`src/rtl/regblock_csr.sv`:
```
// CSR block: CTRL / STATUS / COUNT / SCRATCH / IRQ behind a single-cycle CPU port.
// Every access acks one cycle after the request; read data is zero whenever ack is low.
module regblock_csr #(
  parameter int ADDR_WIDTH = 5
) (
  input  logic                  clk,
  input  logic                  rst,
  input  logic                  cpuif_req,
  input  logic                  cpuif_req_is_wr,
  input  logic [ADDR_WIDTH-1:0] cpuif_addr,
  input  logic [31:0]           cpuif_wr_data,
  input  logic [31:0]           cpuif_wr_biten,
  output logic                  cpuif_ack,
  output logic [31:0]           cpuif_rd_data,
  output logic                  cpuif_err,
  input  logic [7:0]            hwif_in_status,
  input  logic                  hwif_in_cnt_incr,
  input  logic [3:0]            hwif_in_irq_set,
  output logic                  hwif_out_ctrl_en,
  output logic [2:0]            hwif_out_ctrl_mode,
  output logic [31:0]           hwif_out_scratch,
  output logic                  hwif_out_irq
);

  typedef struct packed {
    logic        ack;
    logic        err;
    logic [31:0] rd_data;
  } resp_t;

  localparam logic [31:0] A_CTRL    = 32'h00;
  localparam logic [31:0] A_STATUS  = 32'h04;
  localparam logic [31:0] A_COUNT   = 32'h08;
  localparam logic [31:0] A_SCRATCH = 32'h0C;
  localparam logic [31:0] A_IRQ     = 32'h10;

  logic [7:0]  ctrl_q,    ctrl_d;
  logic [15:0] cnt_q,     cnt_d;
  logic [31:0] scratch_q, scratch_d;
  logic [3:0]  irq_q,     irq_d;
  resp_t       resp_q,    resp_d;

  logic [31:0] addr;
  logic        sel_ctrl, sel_status, sel_cnt, sel_scratch, sel_irq, mapped;
  logic        wr, rd;

  assign addr        = 32'(cpuif_addr);
  assign sel_ctrl    = (addr == A_CTRL);
  assign sel_status  = (addr == A_STATUS);
  assign sel_cnt     = (addr == A_COUNT);
  assign sel_scratch = (addr == A_SCRATCH);
  assign sel_irq     = (addr == A_IRQ);
  // Exact-match decode, so unaligned offsets fall out as unmapped.
  assign mapped      = sel_ctrl | sel_status | sel_cnt | sel_scratch | sel_irq;
  assign wr          = cpuif_req & cpuif_req_is_wr & mapped;
  assign rd          = cpuif_req & ~cpuif_req_is_wr & mapped;

  always_comb begin
    ctrl_d    = ctrl_q;
    cnt_d     = cnt_q + {15'd0, hwif_in_cnt_incr};
    scratch_d = scratch_q;
    irq_d     = irq_q;

    if (wr && sel_ctrl)
      ctrl_d = (ctrl_q & ~cpuif_wr_biten[7:0]) | (cpuif_wr_data[7:0] & cpuif_wr_biten[7:0]);
    // A software load beats the hardware increment in the same cycle.
    if (wr && sel_cnt && (|cpuif_wr_biten[15:0]))
      cnt_d = (cnt_q & ~cpuif_wr_biten[15:0]) | (cpuif_wr_data[15:0] & cpuif_wr_biten[15:0]);
    if (wr && sel_scratch)
      scratch_d = (scratch_q & ~cpuif_wr_biten) | (cpuif_wr_data & cpuif_wr_biten);
    if (wr && sel_irq)
      irq_d = irq_q & ~(cpuif_wr_data[3:0] & cpuif_wr_biten[3:0]);
    // Set is applied after clear so a coincident event is never lost.
    irq_d = irq_d | hwif_in_irq_set;
  end

  always_comb begin
    resp_d         = '0;
    resp_d.ack     = cpuif_req;
    resp_d.err     = cpuif_req & ~mapped;
    if (rd) begin
      unique case (1'b1)
        sel_ctrl:    resp_d.rd_data = {24'd0, ctrl_q};
        sel_status:  resp_d.rd_data = {24'd0, hwif_in_status};
        sel_cnt:     resp_d.rd_data = {16'd0, cnt_q};
        sel_scratch: resp_d.rd_data = scratch_q;
        sel_irq:     resp_d.rd_data = {28'd0, irq_q};
        default:     resp_d.rd_data = '0;
      endcase
    end
  end

  always_ff @(posedge clk) begin
    if (!rst) begin
      ctrl_q    <= '0;
      cnt_q     <= '0;
      scratch_q <= '0;
      irq_q     <= '0;
      resp_q    <= '0;
    end else begin
      ctrl_q    <= ctrl_d;
      cnt_q     <= cnt_d;
      scratch_q <= scratch_d;
      irq_q     <= irq_d;
      resp_q    <= resp_d;
    end
  end

  assign cpuif_ack          = resp_q.ack;
  assign cpuif_err          = resp_q.err;
  assign cpuif_rd_data      = resp_q.rd_data;
  assign hwif_out_ctrl_en   = ctrl_q[0];
  assign hwif_out_ctrl_mode = ctrl_q[3:1];
  assign hwif_out_scratch   = scratch_q;
  assign hwif_out_irq       = |(irq_q & ctrl_q[7:4]);

endmodule

```
`config.mk`:
```
export PLATFORM = sky130hd
export DESIGN_NAME = regblock_csr
export DESIGN_NICKNAME = d
export VERILOG_FILES = /design/src/rtl/regblock_csr.sv
export SDC_FILE = /design/constraint.sdc
export NUM_CORES = 1
export LEC_CHECK = 0
export ABC_AREA = 1
export CAP_MARGIN = 25
export CORE_AREA = 2 2 97 99
export CTS_BUF_LIST = sky130_fd_sc_hd__clkbuf_2 sky130_fd_sc_hd__clkbuf_4 sky130_fd_sc_hd__clkbuf_8
export DETAILED_ROUTE_END_ITERATION = 6
export DIE_AREA = 0 0 99 101
export PLACE_DENSITY = 0.87
export SLEW_MARGIN = 5
export SYNTH_ARGS = -nofsm -noshare
export SYNTH_HDL_FRONTEND = slang
export SYNTH_SLANG_ARGS = --single-unit
export TNS_END_PERCENT = 1
```
`constraint.sdc`:
```
create_clock -name clk -period 2.7 [get_ports clk]
set_input_delay 0.54 -clock clk [delete_from_list [all_inputs] [get_ports clk]]
set_output_delay 0.54 -clock clk [all_outputs]
set_load 0.01 [all_outputs]
```
## Word-level counts from Yosys, hierarchy flattened

Index checks and enable logic that the tools add are counted.

- Register bits: 94
- Bits of input ports: 86

- Bitwise logic cells: 28
- Reductions and logical operators: 9
- Eq/ne operators: 4
- Add/subtract/negate cells: 1
- Multiplexer cells: 3

Operators by type and width:

| cell | count |
|---|---|
| case mux 32 bit (5 select lines) | 1 |
| AND 32 bit | 2 |
| AND 16 bit | 2 |
| logical NOT 32 bit | 1 |
| NOT 32 bit | 1 |
| bitwise OR 32 bit | 1 |
| adder 16 x 1 -> 16 bit | 1 |
| AND 8 bit | 2 |
| two-way mux 16 bit | 1 |
| NOT 16 bit | 1 |
| bitwise OR 16 bit | 1 |
| OR reduction 16 bit | 1 |
| AND 4 bit | 3 |
| equality test 5 x 4 -> 1 bit, second input constant | 2 |
| NOT 8 bit | 1 |
| bitwise OR 8 bit | 1 |
| AND 1 bit | 5 |
| equality test 5 x 3 -> 1 bit, second input constant | 1 |
| equality test 5 bit, second input constant | 1 |
| logical AND 1 bit | 5 |
| two-way mux 4 bit | 1 |
| NOT 4 bit | 1 |
| bitwise OR 1 bit | 4 |
| bitwise OR 4 bit | 1 |
| 3 further kinds | 4 |

## Depth between registers and ports, before layout

Gate-level depths: netlist (run 1).

- Depth in word-level cells: 9
- Gate-level depth with buffers: 12
- Gate-level depth less buffers: 12

## Least setup slack after synthesis (run 1)

No wires, ideal clock.

- Path type: input to register
- Start: input cpuif_addr[1]
- End: register with a tool-made name
- Path buffers: 1
- Path slack: 1.040 ns
- Library setup time: 0.116 ns
- Stages: 9
- Data arrival time: 1.544 ns
- Data required time: 2.584 ns
- Cells stage by stage: nor2_4 > nand2_4 > nand2_2 > nand2_4 > nor2_4 > buf_6 > nand2_1 > o21ai_1 > a21oi_1

RTL lines:

| what | RTL line | RTL |
|---|---|---|
| start: declaration | 10 | `input logic [ADDR_WIDTH-1:0] cpuif_addr,` |

==> results of run 1 <==
[worst max-delay path: cells and delay by family]
| family | cells | cell delay (ps) |
|---|---|---|
| AOI/OAI and AO/OA | 1 | 180 |
| buffers and inverters | 2 | 790 |
| and+or+nand+nor | 6 | 920 |
[routing by layer]
layer,GRT usage,share of wire,up-vias
met3,0.0499,0.071,29
met2,0.484,0.49,245
li1,-,-,2378
met1,0.359,0.41,2274
met5,0,0,-
met4,0.100,0.023,0
[layout make-up]
type,instances,area share
Sequential cell,94,0.301
Timing Repair Buffer,170,0.269
Multi-Input combinational cell,462,0.340
Inverter,60,0.0361
Tap cell,111,0.0222
Clock buffer,9,0.0198
Clock inverter,7,0.0122
[through the flow]
step | hold slack [ps] | util | total power, mW | setup WS (ps) | instance area, µm²
floorplan | 439 | - | 1.50 | 1040 | 4380
finish | 464 | 0.696 | 2.61 | 568 | 6250
CTS | 462 | 0.696 | 2.61 | 605 | 6250
detailed placement | 448 | 0.674 | 1.69 | 224 | 6050
global route | 488 | 0.696 | 2.69 | 450 | 6250
global placement | 442 | 0.674 | 1.69 | 343 | 6050
[cell families (layout without fill, tap and decap cells)]
kind of cell / Yosys count / in the layout
AO/OA/AOI/OAI: 101 / 101
adder cells (fa/ha/maj): 2 / 2
buffers and inverters: 84 / 246
flip-flops: 94 / 94
XOR/XNOR: 3 / 3
AND/OR/NAND/NOR: 356 / 356
[power breakdown]
group | switching [mW] | total, mW | internal, mW
Combinational | 0.123 | 0.263 | 0.140
Clock | 0.580 | 0.949 | 0.369
Sequential | 0.00630 | 1.40 | 1.40
[placed cells by master (no fill, tap or decap)]
cell,synthesis,routed
sky130_fd_sc_hd__buf_12,0,1
sky130_fd_sc_hd__o21ai_1,5,5
sky130_fd_sc_hd__clkdlybuf4s50_1,0,156
sky130_fd_sc_hd__inv_1,57,57
sky130_fd_sc_hd__a21oi_2,2,2
sky130_fd_sc_hd__a21oi_1,63,63
sky130_fd_sc_hd__nand2_2,3,3
sky130_fd_sc_hd__a41oi_1,2,2
sky130_fd_sc_hd__nor2_4,3,3
sky130_fd_sc_hd__o21ai_0,26,26
sky130_fd_sc_hd__nor3_2,1,1
sky130_fd_sc_hd__buf_4,6,13
sky130_fd_sc_hd__inv_2,2,2
sky130_fd_sc_hd__clkinv_1,1,1
sky130_fd_sc_hd__nand4_1,8,8
sky130_fd_sc_hd__nor2_1,61,61
sky130_fd_sc_hd__clkinv_8,0,1
sky130_fd_sc_hd__nor2_2,1,1
sky130_fd_sc_hd__nand2_1,198,198
sky130_fd_sc_hd__nor3_1,4,4
sky130_fd_sc_hd__o211ai_1,1,1
sky130_fd_sc_hd__inv_8,0,3
sky130_fd_sc_hd__xor2_1,3,3
sky130_fd_sc_hd__inv_6,0,1
sky130_fd_sc_hd__o21bai_1,1,1
sky130_fd_sc_hd__nor2_8,1,1
sky130_fd_sc_hd__nand3_1,72,72
sky130_fd_sc_hd__clkinv_4,0,2
sky130_fd_sc_hd__o22ai_1,1,1
sky130_fd_sc_hd__nand3_4,1,1
sky130_fd_sc_hd__nand4_2,1,1
sky130_fd_sc_hd__ha_1,2,2
sky130_fd_sc_hd__clkbuf_8,0,9
sky130_fd_sc_hd__nand2_4,2,2
sky130_fd_sc_hd__dfxtp_1,94,94
[worst max-delay path by stage]
stage	endpoint	depth (start not counted)	slack [ps]
finish	flop	9	570
global route	flop	9	450
CTS	flop	9	600
detailed placement	flop	9	220
global placement	flop	10	340
floorplan	flop	9	1040
==> impl_results.rst, run 1 <==
.. list-table::
   :header-rows: 1

   * - Metric
     - Value
   * - Placed Cells
     - 897
   * - Yosys warnings
     - 0
   * - Leading cell types by count after synthesis
     - 198 x sky130_fd_sc_hd__nand2_1, 94 x sky130_fd_sc_hd__dfxtp_1, 72 x sky130_fd_sc_hd__nand3_1
   * - CP arrival
     - 2430 ps
   * - Root Driver
     - sky130_fd_sc_hd__clkbuf_8
   * - Dominant cell by count in the synthesized netlist
     - sky130_fd_sc_hd__nand2_1
   * - Fraction of final layout cells with drive strength greater than 1
     - 0.0586
   * - Drt first pass iters
     - 5
   * - Cell chain of the critical path
     - clkdlybuf4s50_1 -> nor2_1 -> nand2_2 -> nand2_2 -> nand2_4 -> nor2_4 -> buf_12 -> nand3_1 -> a21oi_1
   * - Fin Setup TNS
     - 0 ps
   * - CTS Hold Buffers Added
     - 0
   * - Synth async-reset ratio
     - 0
   * - Synth Area in Compound Gates
     - 0.120
   * - Non-filler cells in the finished layout
     - 913
   * - Share of the synthesized netlist area taken by xor and xnor gates
     - 0.00599
   * - Post-CTS setup buffer count
     - 0
   * - Most frequent cell on the critical path
     - sky130_fd_sc_hd__nand2_2
   * - Number of flops mapped to enable cells by yosys
     - 0
   * - Mux contribution to synthesized area
     - 0
   * - Area leader, netlist
     - sky130_fd_sc_hd__dfxtp_1
   * - Area added between synthesis and finish
     - 42.5%
   * - Synth Area per Inst
     - 6.85 µm²
   * - Width of the chip
     - 99 µm
   * - Count of buffers from port buffering
     - 156
   * - Simple-gate area share of the yosys netlist
     - 0.352
   * - Total wire length
     - 14.4 mm
   * - CTS Buf Count
     - 9
   * - Highest cell delay on the worst timing path
     - 510 ps
   * - Starting utilization of the core area
     - 0.488
   * - Setup repair after global routing missed its margin
     - false
   * - Endpoint, Worst Hold
     - cpuif_rd_data[17]
   * - Clock sink total
     - 94
   * - Die ar.
     - 10000 µm²
   * - Top cells by area in the synthesized netlist
     - sky130_fd_sc_hd__dfxtp_1 43%, sky130_fd_sc_hd__nand2_1 17%, sky130_fd_sc_hd__nand3_1 8.2%, sky130_fd_sc_hd__a21oi_1 7.2%, sky130_fd_sc_hd__nor2_1 5.2%
   * - Prevailing post-synth register cell
     - sky130_fd_sc_hd__dfxtp_1
   * - Antenna violations before repair
     - 0
   * - Status
     - finished, final reports clean
   * - F_max
     - 469 MHz
   * - I/O pins
     - 157
   * - Post-synthesis adder-cell area fraction
     - 0.00571
   * - Post-synthesis instance area
     - 4380 µm²
   * - Startpoint types
     - input port
   * - Antenna cells
     - 0
   * - Number of failing setup endpoints in the final timing report
     - 0
   * - Clock latency of the later-clocked register in the worst-skew pair
     - 380 ps
   * - Share of synthesized area occupied by flip-flops and latches
     - 0.429
   * - Depth of the CTS H-tree
     - 3
   * - Core Area
     - 8980 µm²
   * - Worst EP required
     - 3000 ps
   * - Routability cong.
     - 0.958
   * - Gr ovfl total
     - 0
   * - Clock tree from TritonCTS
     - built
   * - Setup slack of the most critical reg-to-reg path
     - 1100 ps
   * - Post-CTS clock slew at the launch and capture registers of the worst setup and hold paths
     - 100 ps
   * - # Max-Cap Violations
     - 0
   * - Vias in the first global route
     - 4632
   * - Number of synthesized register bits
     - 94
   * - Final-report hold violation count
     - 0
   * - Actual slew at the worst max-slew pin
     - 585 ps
   * - Type of the worst min-delay path
     - flop to flop
   * - Longest Clk Path Bufs
     - 2
   * - Post-synthesis instance total
     - 640
   * - Max-slew headroom at the worst pin
     - 0.608
   * - Maximum vdd drop
     - 231 µV
   * - Dominant combinational cell family by area after synthesis
     - simple AND/OR/NAND/NOR gates
   * - CP max-delay cell
     - sky130_fd_sc_hd__clkdlybuf4s50_1
   * - Post-DRT Antenna Nets
     - 0
   * - Wire length per cell
     - 15.8 µm
   * - Minimum clock period
     - 2130 ps
   * - Iter 0 DRT Violations
     - 340
   * - Number of cells upsized or downsized after cts
     - 0
   * - Largest net degree at the start of global routing
     - 53
   * - Post-synthesis cell type count
     - 32
   * - First-pass GRT wire length
     - 22.5 mm
   * - Max Fanout on Critical Path
     - 52
   * - Final-report max-slew violation count
     - 0
   * - Part of the cycle the worst path needs
     - 0.790
   * - Layout filler cell count
     - 745
   * - Max Clock Skew
     - 13.3 ps
   * - Depth of the most critical reg-to-reg path
     - 10
   * - Portion of synthesized cell area occupied by the leading cell type
     - 0.429
   * - Average via count per standard cell
     - 5.40
   * - Type of the worst setup path
     - input port to flop
   * - Reported leakage power
     - 2.30 nW
   * - Synthesized net count
     - 728
   * - Half-perimeter wire length after placement
     - 10.7 mm
   * - Aggregate global-route resource usage
     - 0.283
   * - Multi-input gate area
     - 2120 µm²
   * - FF+latch area
     - 1880 µm²
   * - DRC violation count after routing
     - 0
   * - Endpoint class of the critical path
     - flop
   * - Vert. Die Dim
     - 101 µm
   * - Core Rows
     - 35
   * - Launching element of the worst setup path
     - cpuif_addr[3]
   * - Pwr dens
     - 418 nW/µm²
   * - Number of stages on the worst hold path
     - 2
   * - Vias
     - 4926
   * - NumNets Final
     - 885
Power figures use the tool's default switching activity.
==> run 2, diff against run 1 <==
Settings changed: CORE_AREA 2 2 97 99 to 2 2 101 103, DIE_AREA 0 0 99 101 to 0 0 103 105, PLACE_DENSITY 0.87 to 0.81.
Clock period 2.7 ns to 2.15 ns, I/O delays scaled along.
==> impl_results.rst, run 2 (synthesized netlist as in run 1, its figures left out) <==
.. list-table::
   :header-rows: 1

   * - Metric
     - Value
   * - Number of failing setup endpoints in the final timing report
     - 0
   * - Vias in the first global route
     - 4691
   * - End-of-flow core utilization
     - 0.679
   * - Core Area
     - 9640 µm²
   * - Final-report hold violation count
     - 0
   * - Antenna cells
     - 0
   * - Max Clock Skew
     - 10.8 ps
   * - Wire length per cell
     - 14.9 µm
   * - Number of cells upsized or downsized after cts
     - 0
   * - Post-CTS setup buffer count
     - 0
   * - Worst EP required
     - 1720 ps
   * - Half-perimeter wire length after placement
     - 11.3 mm
   * - NumNets Final
     - 914
   * - Gr ovfl total
     - 0
   * - Multi-input gate area
     - 2120 µm²
   * - Switching portion of total power
     - 0.269
   * - First-pass GRT wire length
     - 22.7 mm
   * - Clock sink total
     - 94
   * - Area added between synthesis and finish
     - 49.3%
   * - DRC violation count after routing
     - 0
   * - I/O pins
     - 157
   * - Reported leakage power
     - 2.45 nW
   * - Post-CTS clock slew at the launch and capture registers of the worst setup and hold paths
     - 100 ps
   * - Part of the cycle the worst path needs
     - 0.902
   * - Vias
     - 4949
   * - Die ar.
     - 10800 µm²
   * - Actual slew at the worst max-slew pin
     - 358 ps
   * - Pwr dens
     - 504 nW/µm²
   * - Root Driver
     - sky130_fd_sc_hd__clkbuf_8
   * - Share of total power in sequential cells
     - 0.534
   * - Combinational fraction of design power
     - 0.109
   * - Power Total
     - 3.30 mW
   * - Layout filler cell count
     - 826
   * - Vert. Die Dim
     - 105 µm
   * - Status
     - finished, final reports clean
   * - Sw power
     - 0.889 mW
   * - CP arrival
     - 1510 ps
   * - Setup repair after global routing missed its margin
     - false
   * - Maximum vdd drop
     - 269 µV
   * - # Max-Cap Violations
     - 0
   * - Routability cong.
     - 0.935
   * - Iter 0 DRT Violations
     - 279
   * - Share of total power in the clock network
     - 0.358
   * - Aggregate global-route resource usage
     - 0.265
   * - Commonest cells after routing, fill and taps aside
     - 198 x sky130_fd_sc_hd__nand2_1, 156 x sky130_fd_sc_hd__clkdlybuf4s50_1, 94 x sky130_fd_sc_hd__dfxtp_1, 72 x sky130_fd_sc_hd__nand3_1, 63 x sky130_fd_sc_hd__a21oi_1
   * - Longest Clk Path Bufs
     - 2
   * - Count of buffers from port buffering
     - 156
   * - Drt first pass iters
     - 5
   * - Endpoint class of the critical path
     - output port
   * - Type of the worst setup path
     - flop to output port
   * - Starting utilization of the core area
     - 0.455
   * - Fraction of final layout cells with drive strength greater than 1
     - 0.0915
   * - Post-DRT Antenna Nets
     - 0
   * - Clock latency of the later-clocked register in the worst-skew pair
     - 370 ps
   * - Final-report max-slew violation count
     - 0
   * - Total wire length
     - 14.4 mm
   * - CTS Buf Count
     - 9
   * - Internal power consumption
     - 2.41 mW
   * - Most common library cell in the layout ignoring fill and taps
     - sky130_fd_sc_hd__nand2_1
   * - Core Rows
     - 36
   * - Startpoint types
     - flop
   * - Max-slew headroom at the worst pin
     - 0.761
   * - F_max
     - 516 MHz
   * - Minimum clock period
     - 1940 ps
   * - Antenna violations before repair
     - 0
   * - Max Fanout on Critical Path
     - 3
   * - Width of the chip
     - 103 µm
   * - CTS Hold Buffers Added
     - 0
   * - Type of the worst min-delay path
     - flop to flop
   * - Clock tree from TritonCTS
     - built
   * - Average via count per standard cell
     - 5.13
   * - Depth of the CTS H-tree
     - 3
   * - Largest net degree at the start of global routing
     - 45
   * - FF+latch area
     - 1880 µm²
run 2: final timing paths:
kind,startpoint,end,slack [ps],depth (start not counted)
max,flop,hwif_out_irq,210,3
min,flop,cpuif_rd_data[23],470,2
max reg2reg,flop,flop,560,8
min reg2reg,flop,cpuif_rd_data[23],470,2
run 2: worst max-delay path: stages (launching register included):
cell and delay, ps:
sky130_fd_sc_hd__dfxtp_1 420, sky130_fd_sc_hd__nand2_1 70, sky130_fd_sc_hd__nand4_1 100, sky130_fd_sc_hd__clkdlybuf4s50_1 540
run 2: layout make-up:
class                      count  area share
tap                          133      0.0254
multi-input combinational    462       0.324
timing repair buffer         199       0.298
inverter                      60      0.0344
clock buffer                   9      0.0189
clock inverter                 7      0.0119
sequential                    94       0.288
run 2: layer usage:
| metal | global-route usage | vias up | wire length [µm] |
|---|---|---|---|
| li1 | - | 2436 | - |
| met1 | 0.344 | 2292 | 5960 |
| met2 | 0.450 | 198 | 7080 |
| met3 | 0.0348 | 23 | 1040 |
| met4 | 0.0836 | 0 | 284 |
| met5 | 0 | - | 0 |
run 2: power by group through the flow:
| stage | Combinational [mW] | Sequential, mW | Clock [mW] |
|---|---|---|---|
| 2_1_floorplan | 0.0882 | 1.80 | 0 |
| 3_3_place_gp | 0.348 | 1.80 | 0 |
| 3_5_place_dp | 0.354 | 1.80 | 0 |
| 4_1_cts | 0.357 | 1.76 | 1.19 |
| 5_1_grt | 0.382 | 1.76 | 1.26 |
| 6_report | 0.359 | 1.76 | 1.18 |
run 2: stage by stage:
step,hold WS (ps),std cells,setup TNS (ps),cell area (µm²),worst slack [ps]
final,465,964,0,6540,210
after global routing,482,964,0,6540,173
after CTS,465,964,0,6540,225
after detailed placement,451,948,-208,6340,-60.3
after global placement,442,948,0,6340,47.8
after floorplan,439,640,0,4380,600
